==> src/rtl/k_and_s_pkg.sv <==
// Shared types and constants for the K-and-S processor datapath and controller.
// Holds the decoded-instruction enum, opcode values, ALU op codes and widths.
package k_and_s_pkg;

  localparam int DATA_W    = 16;
  localparam int ADDR_W    = 5;
  localparam int REG_IDX_W = 2;
  localparam int NUM_REGS  = 4;

  typedef enum logic [3:0] {
    I_NOP    = 4'd0,
    I_BRANCH = 4'd1,
    I_BZERO  = 4'd2,
    I_BNZERO = 4'd3,
    I_BNEG   = 4'd4,
    I_BNNEG  = 4'd5,
    I_BOV    = 4'd6,
    I_BNOV   = 4'd7,
    I_LOAD   = 4'd8,
    I_STORE  = 4'd9,
    I_MOVE   = 4'd10,
    I_ADD    = 4'd11,
    I_SUB    = 4'd12,
    I_AND    = 4'd13,
    I_OR     = 4'd14,
    I_HALT   = 4'd15
  } decoded_instruction_type;

  localparam logic [7:0] OP_NOP    = 8'h00;
  localparam logic [7:0] OP_BRANCH = 8'h01;
  localparam logic [7:0] OP_BZERO  = 8'h02;
  localparam logic [7:0] OP_BNZERO = 8'h03;
  localparam logic [7:0] OP_BNEG   = 8'h04;
  localparam logic [7:0] OP_BNNEG  = 8'h05;
  localparam logic [7:0] OP_BOV    = 8'h06;
  localparam logic [7:0] OP_BNOV   = 8'h07;
  localparam logic [7:0] OP_LOAD   = 8'h81;
  localparam logic [7:0] OP_STORE  = 8'h82;
  localparam logic [7:0] OP_MOVE   = 8'h91;
  localparam logic [7:0] OP_ADD    = 8'hA1;
  localparam logic [7:0] OP_SUB    = 8'hA2;
  localparam logic [7:0] OP_AND    = 8'hA3;
  localparam logic [7:0] OP_OR     = 8'hA4;
  localparam logic [7:0] OP_HALT   = 8'hFF;

  localparam logic [1:0] ALU_OR  = 2'b00;
  localparam logic [1:0] ALU_ADD = 2'b01;
  localparam logic [1:0] ALU_SUB = 2'b10;
  localparam logic [1:0] ALU_AND = 2'b11;

endpackage

==> src/rtl/data_path_alu.sv <==
// Combinational 16-bit ALU: OR / ADD / SUB / AND on A op B, plus the
// zero, negative, unsigned-overflow (carry/borrow) and signed-overflow flags.
module alu
  import k_and_s_pkg::*;
(
  input  logic [DATA_W-1:0] a,
  input  logic [DATA_W-1:0] b,
  input  logic [1:0]        operation,
  output logic [DATA_W-1:0] result,
  output logic              zero,
  output logic              neg,
  output logic              unsigned_overflow,
  output logic              signed_overflow
);

  logic [DATA_W:0] wide;

  // Result and flags; the extra top bit of 'wide' is carry on ADD, borrow on SUB.
  always_comb begin
    wide              = '0;
    result            = '0;
    unsigned_overflow = 1'b0;
    signed_overflow   = 1'b0;
    case (operation)
      ALU_ADD: begin
        wide              = {1'b0, a} + {1'b0, b};
        result            = wide[DATA_W-1:0];
        unsigned_overflow = wide[DATA_W];
        signed_overflow   = (a[DATA_W-1] == b[DATA_W-1]) &&
                            (result[DATA_W-1] != a[DATA_W-1]);
      end
      ALU_SUB: begin
        wide              = {1'b0, a} - {1'b0, b};
        result            = wide[DATA_W-1:0];
        unsigned_overflow = wide[DATA_W];
        signed_overflow   = (a[DATA_W-1] != b[DATA_W-1]) &&
                            (result[DATA_W-1] != a[DATA_W-1]);
      end
      ALU_AND: result = a & b;
      default: result = a | b;
    endcase
    zero = (result == '0);
    neg  = result[DATA_W-1];
  end

endmodule

==> src/rtl/data_path.sv <==
// K-and-S datapath: PC, IR, 4x16 register file, ALU and flags register.
// Decodes the IR for the controller and drives the 32-word RAM address/data.
// Build option: define DATA_PATH_TRAP_ILLEGAL_EN to decode unknown opcodes
// as I_HALT instead of I_NOP.
module data_path
  import k_and_s_pkg::*;
(
  input  logic                    clk,
  input  logic                    rst_n,
  input  logic                    branch,
  input  logic                    pc_enable,
  input  logic                    ir_enable,
  input  logic                    write_reg_enable,
  input  logic                    addr_sel,
  input  logic                    c_sel,
  input  logic [1:0]              operation,
  input  logic                    flags_reg_enable,
  input  logic [DATA_W-1:0]       data_in,
  output decoded_instruction_type decoded_instruction,
  output logic                    zero_op,
  output logic                    neg_op,
  output logic                    unsigned_overflow,
  output logic                    signed_overflow,
  output logic [ADDR_W-1:0]       ram_addr,
  output logic [DATA_W-1:0]       data_out
);

`ifdef DATA_PATH_TRAP_ILLEGAL_EN
  localparam decoded_instruction_type ILLEGAL_DECODE = I_HALT;
`else
  localparam decoded_instruction_type ILLEGAL_DECODE = I_NOP;
`endif

  logic [ADDR_W-1:0]    pc;
  logic [DATA_W-1:0]    ir;
  logic [DATA_W-1:0]    regs [NUM_REGS];
  logic [REG_IDX_W-1:0] sel_a;
  logic [REG_IDX_W-1:0] sel_b;
  logic [REG_IDX_W-1:0] sel_c;
  logic [DATA_W-1:0]    reg_a;
  logic [DATA_W-1:0]    reg_b;
  logic [DATA_W-1:0]    alu_result;
  logic [DATA_W-1:0]    write_data;
  logic                 alu_zero;
  logic                 alu_neg;
  logic                 alu_uov;
  logic                 alu_sov;

  // IR bit 7 is not a field in any instruction format.
  logic unused_ir_bit;
  assign unused_ir_bit = ir[7];

  // PC: branch target from the IR address field, otherwise increment (wraps 31->0).
  always_ff @(posedge clk or negedge rst_n) begin
    if (!rst_n) begin
      pc <= '0;
    end else if (pc_enable) begin
      pc <= branch ? ir[ADDR_W-1:0] : pc + 5'd1;
    end
  end

  // IR: captures the RAM word addressed by the current (pre-increment) PC.
  always_ff @(posedge clk or negedge rst_n) begin
    if (!rst_n) begin
      ir <= '0;
    end else if (ir_enable) begin
      ir <= data_in;
    end
  end

  // Opcode decode; unknown opcodes fall to the build-selected default.
  always_comb begin
    decoded_instruction = ILLEGAL_DECODE;
    case (ir[15:8])
      OP_NOP:    decoded_instruction = I_NOP;
      OP_BRANCH: decoded_instruction = I_BRANCH;
      OP_BZERO:  decoded_instruction = I_BZERO;
      OP_BNZERO: decoded_instruction = I_BNZERO;
      OP_BNEG:   decoded_instruction = I_BNEG;
      OP_BNNEG:  decoded_instruction = I_BNNEG;
      OP_BOV:    decoded_instruction = I_BOV;
      OP_BNOV:   decoded_instruction = I_BNOV;
      OP_LOAD:   decoded_instruction = I_LOAD;
      OP_STORE:  decoded_instruction = I_STORE;
      OP_MOVE:   decoded_instruction = I_MOVE;
      OP_ADD:    decoded_instruction = I_ADD;
      OP_SUB:    decoded_instruction = I_SUB;
      OP_AND:    decoded_instruction = I_AND;
      OP_OR:     decoded_instruction = I_OR;
      OP_HALT:   decoded_instruction = I_HALT;
      default:   decoded_instruction = ILLEGAL_DECODE;
    endcase
  end

  // Register-index fields; LOAD/STORE move their register to IR[6:5], MOVE reads A twice.
  always_comb begin
    sel_a = ir[3:2];
    sel_b = ir[1:0];
    sel_c = ir[5:4];
    case (decoded_instruction)
      I_LOAD:  sel_c = ir[6:5];
      I_STORE: sel_a = ir[6:5];
      I_MOVE:  sel_b = ir[3:2];
      default: ;
    endcase
  end

  assign reg_a = regs[sel_a];
  assign reg_b = regs[sel_b];

  alu u_alu (
    .a                 (reg_a),
    .b                 (reg_b),
    .operation         (operation),
    .result            (alu_result),
    .zero              (alu_zero),
    .neg               (alu_neg),
    .unsigned_overflow (alu_uov),
    .signed_overflow   (alu_sov)
  );

  assign write_data = c_sel ? alu_result : data_in;

  // Register file write port C; reads are combinational so same-cycle reads see the old value.
  always_ff @(posedge clk or negedge rst_n) begin
    if (!rst_n) begin
      for (int i = 0; i < NUM_REGS; i++) begin
        regs[i] <= '0;
      end
    end else if (write_reg_enable) begin
      regs[sel_c] <= write_data;
    end
  end

  // Flags register: all four ALU flags load together.
  always_ff @(posedge clk or negedge rst_n) begin
    if (!rst_n) begin
      zero_op           <= 1'b0;
      neg_op            <= 1'b0;
      unsigned_overflow <= 1'b0;
      signed_overflow   <= 1'b0;
    end else if (flags_reg_enable) begin
      zero_op           <= alu_zero;
      neg_op            <= alu_neg;
      unsigned_overflow <= alu_uov;
      signed_overflow   <= alu_sov;
    end
  end

  assign ram_addr = addr_sel ? ir[ADDR_W-1:0] : pc;
  assign data_out = reg_a;

endmodule

==> config.mk <==
export PLATFORM = sky130hd
export DESIGN_NAME = data_path
export DESIGN_NICKNAME = d
export VERILOG_FILES = /design/src/rtl/k_and_s_pkg.sv /design/src/rtl/data_path_alu.sv /design/src/rtl/data_path.sv
export SDC_FILE = /design/constraint.sdc
export NUM_CORES = 1
export LEC_CHECK = 0
export CORE_UTILIZATION = 55
export CTS_CLUSTER_SIZE = 8
export DETAILED_ROUTE_END_ITERATION = 7
export PLACE_DENSITY = 0.8
export SYNTH_ARGS = -nofsm -noshare
export SYNTH_HDL_FRONTEND = slang
export SYNTH_HIERARCHICAL = 1
export SYNTH_SLANG_ARGS = --single-unit
==> constraint.sdc <==
create_clock -name clk -period 6.3 [get_ports clk]
set_clock_uncertainty 0.2 [all_clocks]
set_input_delay 1.89 -clock clk [delete_from_list [all_inputs] [get_ports clk]]
set_output_delay 1.89 -clock clk [all_outputs]
set_load 0.05 [all_outputs]
==> results.txt <==
Shortest period the worst path allows: 5640 ps. In the synthesized netlist the async set-or-reset flop fraction comes to 100%. The worst register-to-register path ends at zero_op$_DFFE_PN0P_. The effective utilization at floorplan was 57.2%; the count of hold buffers inserted by post-cts repair was 0. The first global-routing pass estimated 36100 um of wire. The cell area after placement was 8670 um^2; the switching power was 2.54 mW.

By area the synthesized netlist is led by sky130_fd_sc_hd__dfrtp_1, sky130_fd_sc_hd__mux2_2, sky130_fd_sc_hd__mux4_2. Traced cell by cell, the critical path runs through clkdlybuf4s50_1 > mux2_2 > clkdlybuf4s50_1. Measured in cells, the most critical reg-to-reg path has a length of 17.

The y dimension of the die works out to 123 um. Once detailed placement completed, the half-perimeter wirelength came to 16000 um. In this run the power density over the cells is 582 nW/um^2. The floorplan step defined a core boundary enclosing 14100 um^2. The logs give 2 for the number of buffers on the longest clock path and 5400 um^2 for the combined area of the multi-input logic cells. Setup total negative slack on the finished layout was measured at 0 ps. The later pin in the worst-skew pair is clocked with a latency of 340 ps.

Slowest cell on the critical path: sky130_fd_sc_hd__clkdlybuf4s50_1. After detailed routing, the number of remaining DRC violations is 0. The post-CTS setup-driven buffer insertion count was 0; the number of flops mapped to enable cells by yosys was 0.

Startpoint of the worst-slack reg-to-reg timing path: ir[14]$_DFFE_PN0P_. Area share of the leading cell type in the synthesized netlist: 27.3%. The logs give 6645 for the number of global-route vias before repair and 31.9% for the global routing usage summed across all routing layers. The arrival time at the worst endpoint was 3550 ps. The critical path's most frequent cell is sky130_fd_sc_hd__clkdlybuf4s50_1. The achievable clock frequency came out at 0.177 GHz. The max-cap violation count was 0; the layout-stage area growth over the synthesis result was 11.4%. The final estimated routing congestion in global placement came out at 0.884.

The root cell of the clock tree was sky130_fd_sc_hd__clkbuf_16. At the pin with the least slew margin, the transition time is 1290 ps. The detailed router placed 6577 vias in this run. The internal power of the cells totals 2.68 mW. The run gives 6 as the first-pass iteration count of the detailed router.

Largest area contributor in the synthesized netlist: sky130_fd_sc_hd__dfrtp_1. Setup slack of the most critical reg-to-reg path: 710 ps. The critical path ends at ram_addr[3]. The floorplan step defined a die boundary enclosing 15100 um^2.

Entering global routing, the biggest net connects 89 pins. Of the total power, the clock network draws 10.5%. The path class of the tightest hold or removal check is reg -> reg.

Dividing the detail-routed via count by the number of cells gives 6.84. After global routing the overflow that remains totals 0. The count of different cell masters after synthesis is 76, and the relative contribution of sequential cells to total power is 20.2%.

Clock tree synthesis inserted a total of 9 buffers. The tree built by TritonCTS fans out to 88 sinks. After synthesis the cells add up to 8060 um^2. In this run the mean area of a mapped cell was 10.8 um^2. The run gives 14.1% as the normalized max-slew margin. Synthesis produced 745 cells.

The flip-flop cell with the highest count after synthesis was sky130_fd_sc_hd__dfrtp_1. The final layout contains routed wiring with a total length of 22900 um. The tools report the fraction of the core area covered by cells at the end of the flow as 63.7%. After clock tree synthesis, the repair step resized 0 gates.

The final cycle utilization of the critical path is 89.6%, and the synthesized netlist net count is 829. In this run, synthesis produced a sequential element count of 88. The initial antenna violation count was 0. In this run switching power makes up 48.7% of total power. For this run, the slowest stage of the critical path takes 700 ps. For the area of all placed cells without fillers, the log shows 8980 um^2. The final worst hold slack was 321 ps. The post-route netlist has 29.8% of its cells at a drive strength greater than 1. Along the worst path, the maximum fanout reaches 6.

In this run the static leakage power is 3.72 nW. The required time reported for the critical path endpoint is 4210 ps. The worst-case IR drop observed on VDD is 0.306 mV.

The launching element of the worst setup path was addr_sel. The count of nets left with antenna violations once routing finished came out at 0. The register cell area after layout was 2200 um^2. The combinational power share was 69.3%.

TritonCTS built the clock tree. The per-cell routed wire length is 23.8 um. The clock transition at the registers of the reported paths was 60 ps. Summing the sequential cell areas from Yosys gives 27.3% of the chip area.

The first routing iteration left 560 violations. Summing internal, switching and leakage power gives 5.23 mW. The type of the setup path with the least slack was in -> out. The startpoint kind of the worst setup timing path was an input port. Buffers placed on the I/O ports in this run total 55. The flow ran to the end, and the final reports show no timing, DRC or antenna violations.

The run gives 0 as the count of final hold-check violations. Pin placement for this block handled 56 I/O pins. Measured along the x axis, the die boundary spans 123 um. For the row count, the log shows 43. CTS built an H-tree with a depth of 3. Setup repair after global routing left no endpoint under its margin. In the final design database the tool counted 861 nets.

The final count of negative-setup-slack endpoints is 0. Final number of max-transition violations: 0. The worst setup path is captured at an output pin. For the number of warnings issued by yosys, the log shows 6.

The count of inserted antenna diode cells was 0. Counting the fill cells in the layout gives 1093.
==> sequential cells by signal, summed over array words and instances, names as in the netlist <==
name,cells
ir,15
pc,5
zero_op,1
neg_op,1
unsigned_overflow,1
signed_overflow,1
regs,64
==> cells in the mapped netlist (5+ instances only) <==
cell	count
sky130_fd_sc_hd__xnor2_1	8
sky130_fd_sc_hd__or2_2	5
sky130_fd_sc_hd__a21oi_1	34
sky130_fd_sc_hd__clkbuf_1	26
sky130_fd_sc_hd__a211oi_1	13
sky130_fd_sc_hd__or4_1	6
sky130_fd_sc_hd__nand3b_1	6
sky130_fd_sc_hd__nor3_1	10
sky130_fd_sc_hd__buf_4	5
sky130_fd_sc_hd__o211a_1	5
sky130_fd_sc_hd__buf_2	5
sky130_fd_sc_hd__mux4_2	48
sky130_fd_sc_hd__buf_6	8
sky130_fd_sc_hd__o21ai_0	18
sky130_fd_sc_hd__nand3_1	23
sky130_fd_sc_hd__mux2i_1	6
sky130_fd_sc_hd__nand2_1	41
sky130_fd_sc_hd__ha_1	55
sky130_fd_sc_hd__mux2_2	137
sky130_fd_sc_hd__dfrtp_1	88
sky130_fd_sc_hd__a21o_1	5
sky130_fd_sc_hd__nand2b_1	9
sky130_fd_sc_hd__o31ai_1	8
sky130_fd_sc_hd__nor2_1	25
sky130_fd_sc_hd__inv_1	54
sky130_fd_sc_hd__o211ai_1	10
==> metrics by stage <==
stage / std cells / worst slack (ps)
after floorplan: 745 / 1220
after global placement: 946 / 693
after detailed placement: 946 / 650
after CTS: 962 / 648
after global routing: 962 / 525
final: 962 / 658
==> cells by family (layout without fill, tap and decap cells) <==
logic type	after synthesis	in the layout	synth area share (%)
mux	192	192	33.4
compound gates	139	139	12.5
flops	88	88	27.3
fa+ha+maj	57	57	9.03
xor+xnor	9	9	0.978
buf+inv	101	138	5.76
simple gates	159	159	11.0
==> power by group through the flow <==
stage | registers [mW] | logic (mW) | clock network [mW]
finish | 1.06 | 3.62 | 0.547
global route | 1.08 | 3.89 | 0.575
detailed placement | 1.04 | 3.52 | 0
global placement | 0.993 | 3.41 | 0
floorplan | 0.971 | 2.73 | 0
CTS | 1.04 | 3.56 | 0.552
==> final cells by class <==
class	count	area share, %
well taps	180	2.51
inverters	54	2.26
clock buffers	11	2.81
repair buffers	68	7.19
clock inverters	5	0.613
multi-input cells	556	60.1
flip-flops and latches	88	24.5
==> cell usage in the layout, fill, tap and decap left out, types with 14 or more instances in the layout <==
cell type,count
sky130_fd_sc_hd__mux2_2,137
sky130_fd_sc_hd__dfrtp_1,88
sky130_fd_sc_hd__ha_1,55
sky130_fd_sc_hd__inv_1,54
sky130_fd_sc_hd__clkdlybuf4s50_1,54
sky130_fd_sc_hd__mux4_2,48
sky130_fd_sc_hd__nand2_1,41
sky130_fd_sc_hd__a21oi_1,34
sky130_fd_sc_hd__nor2_1,25
sky130_fd_sc_hd__nand3_1,23
sky130_fd_sc_hd__o21ai_0,18
sky130_fd_sc_hd__buf_4,14
==> worst min-delay path by stage <==
| stage | from | end | slack [ps] | depth (start not counted) |
|---|---|---|---|---|
| detailed placement | signed_overflow$_DFFE_PN0P_ | signed_overflow$_DFFE_PN0P_ | 310 | 1 |
| global placement | neg_op$_DFFE_PN0P_ | neg_op$_DFFE_PN0P_ | 300 | 1 |
| floorplan | regs[32]$_DFFE_PN0P_ | regs[32]$_DFFE_PN0P_ | 310 | 1 |
| CTS | signed_overflow$_DFFE_PN0P_ | signed_overflow$_DFFE_PN0P_ | 320 | 1 |
| finish | signed_overflow$_DFFE_PN0P_ | signed_overflow$_DFFE_PN0P_ | 320 | 1 |
| global route | signed_overflow$_DFFE_PN0P_ | signed_overflow$_DFFE_PN0P_ | 330 | 1 |
==> critical path: cells and delay by family <==
| family | cells | cell delay [ps] |
|---|---|---|
| muxes | 1 | 370 |
| buffers and inverters | 2 | 1290 |
==> layer usage <==
| layer | up-vias | wire, um | track usage (%) |
|---|---|---|---|
| li1 | 2872 | - | - |
| met1 | 3313 | 9470 | 41.5 |
| met2 | 335 | 11200 | 53.0 |
| met3 | 57 | 1520 | 5.17 |
| met4 | 0 | 691 | 13.6 |
| met5 | - | 0 | 0 |
Power figures use the tool's default switching activity.
